==> src/rtl/rr_arb4_sel_pkg.sv <==
// Shared constants for the 4-way round-robin select arbiter.
// The mux stage reuses SRC_W/NSRC for its select width.
package rr_arb4_sel_pkg;

  localparam int SRC_W = 2;
  localparam int NSRC  = 4;

  typedef enum logic {
    IDLE  = 1'b0,
    GRANT = 1'b1
  } state_e;

  function automatic logic [NSRC-1:0] dec(
    input logic [SRC_W-1:0] s
  );
    logic [NSRC-1:0] r;
    r = '0;
    r[s] = 1'b1;
    return r;
  endfunction

endpackage

==> src/rtl/rr_arb4_sel_pick4.sv <==
// Rotating first-set-bit picker, NAND gate netlist.
// Searches req & ~mask from ptr upward, wrapping 3 to 0.
module rr_pick4 (
  input  logic [3:0] req,
  input  logic [1:0] ptr,
  input  logic [3:0] mask,
  output logic [1:0] idx,
  output logic       any
);

  wire [1:0] np;
  wire [3:0] npd;
  wire [3:0] pd;
  wire [3:0] nmask;
  wire [3:0] nm;
  wire [3:0] m;
  wire [3:1] win;
  wire [3:1] nwin;

  nand u_np0 (np[0], ptr[0], ptr[0]);
  nand u_np1 (np[1], ptr[1], ptr[1]);

  nand u_npd0 (npd[0], np[1], np[0]);
  nand u_npd1 (npd[1], np[1], ptr[0]);
  nand u_npd2 (npd[2], ptr[1], np[0]);
  nand u_npd3 (npd[3], ptr[1], ptr[0]);

  for (genvar k = 0; k < 4; k++) begin : g_bit
    nand u_pd (pd[k], npd[k], npd[k]);
    nand u_nk (nmask[k], mask[k], mask[k]);
    nand u_nm (nm[k], req[k], nmask[k]);
    nand u_m  (m[k], nm[k], nm[k]);
  end

  // Source 0 never drives idx, so only 1..3 get win terms.
  for (genvar k = 1; k < 4; k++) begin : g_win
    wire [3:0] nt;
    for (genvar p = 0; p < 4; p++) begin : g_ptr
      localparam int DK = (k - p + 4) % 4;
      wire [3:0] blk;
      for (genvar j = 0; j < 4; j++) begin : g_blk
        localparam int DJ = (j - p + 4) % 4;
        if (j == k) begin : g_self
          assign blk[j] = m[k];
        end else if (DJ < DK) begin : g_prio
          assign blk[j] = nm[j];
        end else begin : g_none
          assign blk[j] = 1'b1;
        end
      end
      nand u_t (nt[p], pd[p],
                blk[0], blk[1], blk[2], blk[3]);
    end
    nand u_w  (win[k], nt[0], nt[1], nt[2], nt[3]);
    nand u_nw (nwin[k], win[k], win[k]);
  end

  nand u_i0 (idx[0], nwin[1], nwin[3]);
  nand u_i1 (idx[1], nwin[2], nwin[3]);
  nand u_any (any, nm[0], nm[1], nm[2], nm[3]);

endmodule

==> src/rtl/rr_arb4_sel.sv <==
// Round-robin arbiter driving the 4:1 mux select.
// Registered sel/gnt/vld/tmo with hold timeout.
module rr_arb4_sel
  import rr_arb4_sel_pkg::*;
#(
  parameter int MAX_HOLD = 15,
  parameter int HOLD_W   = 8
) (
  input  logic             clk,
  input  logic             rst_n,
  input  logic [NSRC-1:0]  req,
  input  logic             ack,
  output logic [SRC_W-1:0] sel,
  output logic [NSRC-1:0]  gnt,
  output logic             vld,
  output logic             tmo
);

  state_e            state_q, state_d;
  logic [SRC_W-1:0]  sel_q, sel_d;
  logic [SRC_W-1:0]  ptr_q, ptr_d;
  logic [NSRC-1:0]   gnt_q, gnt_d;
  logic              vld_q, vld_d;
  logic              tmo_q, tmo_d;
  logic [HOLD_W-1:0] cnt_q, cnt_d;

  logic              in_grant;
  logic [SRC_W-1:0]  pk_ptr;
  logic [NSRC-1:0]   pk_mask;
  logic [SRC_W-1:0]  pk_idx;
  logic              pk_any;
  logic              done;
  logic              drop;
  logic              expire;

  assign in_grant = (state_q == GRANT);
  assign pk_ptr   = in_grant ? sel_q + 2'd1 : ptr_q;
  assign pk_mask  = in_grant ? dec(sel_q) : '0;
  assign done     = ack;
  assign drop     = !req[sel_q];
  assign expire   = (cnt_q == HOLD_W'(MAX_HOLD - 1));

  rr_pick4 u_pick (
    .req  (req),
    .ptr  (pk_ptr),
    .mask (pk_mask),
    .idx  (pk_idx),
    .any  (pk_any)
  );

  // Next-state: arbitrate from IDLE, exit/re-arbitrate in GRANT.
  always_comb begin
    state_d = state_q;
    sel_d   = sel_q;
    ptr_d   = ptr_q;
    gnt_d   = gnt_q;
    vld_d   = vld_q;
    cnt_d   = cnt_q;
    tmo_d   = 1'b0;
    unique case (state_q)
      IDLE: begin
        if (pk_any) begin
          state_d = GRANT;
          sel_d   = pk_idx;
          gnt_d   = dec(pk_idx);
          vld_d   = 1'b1;
          cnt_d   = '0;
        end
      end
      GRANT: begin
        if (done || drop || expire) begin
          tmo_d = !done && !drop;
          ptr_d = sel_q + 2'd1;
          cnt_d = '0;
          if (pk_any) begin
            sel_d = pk_idx;
            gnt_d = dec(pk_idx);
          end else begin
            state_d = IDLE;
            gnt_d   = '0;
            vld_d   = 1'b0;
          end
        end else if (cnt_q != '1) begin
          cnt_d = cnt_q + 1'b1;
        end
      end
    endcase
  end

  // State and output registers, synchronous active-low reset.
  always_ff @(posedge clk) begin
    if (!rst_n) begin
      state_q <= IDLE;
      sel_q   <= '0;
      ptr_q   <= '0;
      gnt_q   <= '0;
      vld_q   <= 1'b0;
      tmo_q   <= 1'b0;
      cnt_q   <= '0;
    end else begin
      state_q <= state_d;
      sel_q   <= sel_d;
      ptr_q   <= ptr_d;
      gnt_q   <= gnt_d;
      vld_q   <= vld_d;
      tmo_q   <= tmo_d;
      cnt_q   <= cnt_d;
    end
  end

  assign sel = sel_q;
  assign gnt = gnt_q;
  assign vld = vld_q;
  assign tmo = tmo_q;

endmodule
==> config.mk <==
export PLATFORM = sky130hd
export DESIGN_NAME = rr_arb4_sel
export DESIGN_NICKNAME = d
export VERILOG_FILES = /design/src/rtl/rr_arb4_sel_pkg.sv /design/src/rtl/rr_arb4_sel_pick4.sv /design/src/rtl/rr_arb4_sel.sv
export SDC_FILE = /design/constraint.sdc
export NUM_CORES = 1
export LEC_CHECK = 0
export BUFFER_PORTS_ARGS = -buffer_cell sky130_fd_sc_hd__buf_2
export CORE_ASPECT_RATIO = 1.75
export CORE_MARGIN = 1.5
export CORE_UTILIZATION = 45
export DETAILED_ROUTE_END_ITERATION = 12
export HOLD_SLACK_MARGIN = 0.05
export PLACE_DENSITY_LB_ADDON = 0.2
export SKIP_CTS_REPAIR_TIMING = 1
export SLEW_MARGIN = 30
export SYNTH_ARGS = -nofsm -noshare
export SYNTH_HDL_FRONTEND = slang
export SYNTH_SLANG_ARGS = --single-unit
==> constraint.sdc <==
create_clock -name clk -period 2.7 [get_ports clk]
set_clock_uncertainty 0.2 [all_clocks]
set_input_delay 0.405 -clock clk [delete_from_list [all_inputs] [get_ports clk]]
set_output_delay 0.405 -clock clk [all_outputs]
set_load 0.1 [all_outputs]
==> metrics.txt <==
pwr/cell area=about 660 nW/um^2; sw frac=42.3%; Logic pwr share=between 40% and 50%; Hold Path Depth=2; Syn Inst Count=between 100 and 150; largest net degree at the start of global routing=12; drc violations=0; grt total ovfl=0; CTS tree=built; row count=25; Die H=slightly above 70 um; post-synthesis mux area share=between 3 and 4%; Synth Area in Compound Gates=29.9%; XOR/XNOR share of the synthesized area=about 2.1%; n_diodes=0; Post-Route Setup TNS=0 ns; critical path class=flop to flop; Reg clk slew, reported paths=about 0.070 ns; Clk Latency, worst-skew pair=0.25 ns; synth warn=0; Antenna Violating Nets Remaining=0; simple-gate share of the synthesized area=between 20% and 30%; worst r2r dst=cnt_q[3]$_SDFFE_PN0P_; Hold Path Sink=cnt_q[3]$_SDFFE_PN0P_; All-Layer GR Usage=~20%; MaxCap Viol Count=0; post-layout util=52.6%; clock power share=between 20% and 30%; Main synth FF type=dfxtp_1; Synth async-reset ratio=0%; final slew viol count=0; Mapped Nets=150; Routed WL=roughly 2800 um; chip width=~43 um; synthesized flop and latch total=19; CTS Sinks=19; Max FO, Critical Path=9; Ports=15; static leakage=around 0.55 nW; top cells by area, synth=dfxtp_1 (31%), ha_1 (7.0%), a21oi_1 (3.6%); initial antenna violation count=0; WP data arrival=between 2 and 2.5 ns; Final period util=approximately nine tenths; vias in the first global route=between 1000 and 1500; VDD IR-drop max=0.368 mV; P_sw=between 0.0003 and 0.0004 W; CTS Buf Count=3; number of synthesized flops with an enable pin=0; Mapped Area=1250 um^2; cells on worst reg2reg path=9; Synth Area per Inst=about 9.2 um^2; f_max=0.403 GHz; core area=approximately 2700 um^2; area of the multi-input gates=810 um^2; Post-Synth Adder-Cell Area=under 10%; Fill cells=between 200 and 300; Critical Path End Type=flop; Internal=roughly 0.00053 W; sequential share of the synthesized area=approximately 31%; DRT iter0 DRCs=30; Synth top area share=between 30% and 40%; share of layout cells above drive strength 1=roughly 27%; RSZ-0062 raised after global routing=false; Initial Utilization=between 40% and 50%; Required @ worst endpoint=between 2 and 3 ns; reg2reg start=sel[0]$_SDFFE_PN0P_; first-pass GRT wire length=between 4000 and 5000 um; DP HPWL=about 2200 um; largest family of logic cells by synthesized area=compound AO/OA/AOI/OAI gates; clk buf depth=2; run status=finished, final reports clean; via count=between 1000 and 1500; post-layout minimum cycle time=about 2.5 ns; post-synth top area cell=dfxtp_1; CTS H-Tree Depth=1; Slew HR=59.1%; final hold violations=0; 1st-pass router iterations=4; r2r setup slk=approximately 0.22 ns; Startpoint Class=flop; Hold Startpoint=rst_n; post-synth cell types=54; die footprint=3110 um^2; DR vias/cell=approximately 6.0; Area Overhead vs Synth=12.1%; setup violators final=0; Sequential Power Share=between 30% and 40%; slew at the pin closest to its max-slew limit=0.606 ns; Port Buffer Count=14; Nets=~170; Final GP Congestion=just over 0.9; WL per Instance=approximately 15 um; CTS Root Cell=clkbuf_8; sequential cell area=approximately 390 um^2; Worst Hold Class=primary input to flop
[state kept, by name (all words and copies together) (netlist names)]
register and flops:
cnt_q 8, gnt 4, in_grant 1, ptr_q 2, sel 2, tmo 1
vld 1
[placed cells by master (no fill, tap or decap), types with 2 or more instances in the layout]
cell type and n:
a21oi_4 2, dfxtp_1 16, nor4_1 2, a21boi_1 2, and3_1 4, nand3b_1 2
nand3_1 8, a21boi_2 3, clkbuf_8 3, nor2_1 9, inv_1 10, buf_2 14
xor2_1 2, and2_1 2, a21oi_1 9, a21o_1 2, nand2_1 7, ha_1 7
nor3_1 3, dfxtp_4 2, a211oi_1 4, o21ai_0 4
[per-layer routing]
layer	routed length, um	track usage, %	vias to the layer above	share of wire (%)
met4	99	12.5	0	3.6
met5	0	0	-	0
met3	90	2.23	10	3.3
met2	1520	35.2	29	55
li1	-	-	537	-
met1	1050	21.3	504	38
[worst max-delay path by stage]
stage | from | end | slack, ns
after global placement | in_grant$_SDFF_PN0_ | cnt_q[3]$_SDFFE_PN0P_ | 0.24
final | sel[0]$_SDFFE_PN0P_ | cnt_q[3]$_SDFFE_PN0P_ | 0.22
after floorplan | sel[0]$_SDFFE_PN0P_ | cnt_q[3]$_SDFFE_PN0P_ | 0.02
after detailed placement | in_grant$_SDFF_PN0_ | cnt_q[3]$_SDFFE_PN0P_ | 0.17
after global routing | sel[0]$_SDFFE_PN0P_ | cnt_q[2]$_SDFFE_PN0P_ | 0.03
after CTS | in_grant$_SDFF_PN0_ | cnt_q[3]$_SDFFE_PN0P_ | 0.13
[final cells by class]
cell class | count | share of cell area, %
Sequential cell | 19 | 27.8
Multi-Input combinational cell | 104 | 57.9
Timing Repair Buffer | 15 | 5.55
Inverter | 11 | 2.95
Clock buffer | 3 | 2.95
Tap cell | 27 | 2.42
Clock inverter | 1 | 0.358
[cells in the mapped netlist (2+ instances only)]
cell type,instances
nand3_1,8
nand3b_1,2
a21oi_4,2
a211oi_1,4
a21boi_2,3
a21o_1,2
inv_1,10
and2_1,2
ha_1,7
a21oi_1,9
and3_1,4
nand2_1,7
nor2_1,9
xor2_1,2
nor4_1,2
nor3_1,3
o21ai_0,4
dfxtp_1,19
a21boi_1,2
[power groups by stage]
stage	logic, W	clock network [W]	registers, W
after global placement	0.000376	0	0.000343
final	0.000379	0.000198	0.000340
after CTS	0.000380	0.000206	0.000340
after detailed placement	0.000379	0	0.000346
after global routing	0.000406	0.000220	0.000344
after floorplan	0.000194	0	0.000465
[worst max-delay path: stages, from the launching register on]
cell	delay [ns]
dfxtp_4	0.38
inv_1	0.09
ha_1	0.21
nand2_4	0.07
a2111oi_4	0.37
ha_1	0.37
nor2_1	0.13
a311o_1	0.36
a21boi_1	0.14
o21a_1	0.13
[stage by stage]
stage / total power (W) / instance area [um^2] / worst slack, ns / instances / hold slack (ns)
5_1_grt: 0.000970 / 1400 / 0.0337 / 180 / 0.265
6_report: 0.000917 / 1400 / 0.219 / 180 / 0.256
3_3_place_gp: 0.000719 / 1350 / 0.245 / 176 / 0.239
2_1_floorplan: 0.000659 / 1250 / 0.0198 / 136 / 0.278
4_1_cts: 0.000926 / 1400 / 0.133 / 180 / 0.251
3_5_place_dp: 0.000725 / 1350 / 0.167 / 176 / 0.256
[cell families (layout without fill, tap and decap cells)]
logic type | Yosys count | count (layout)
AO/OA/AOI/OAI | 43 | 43
XOR/XNOR | 3 | 3
adder cells (fa/ha/maj) | 7 | 7
buffers and inverters | 13 | 30
flip-flops | 19 | 19
multiplexers | 3 | 3
AND/OR/NAND/NOR | 48 | 48
Power figures use the tool's default switching activity.
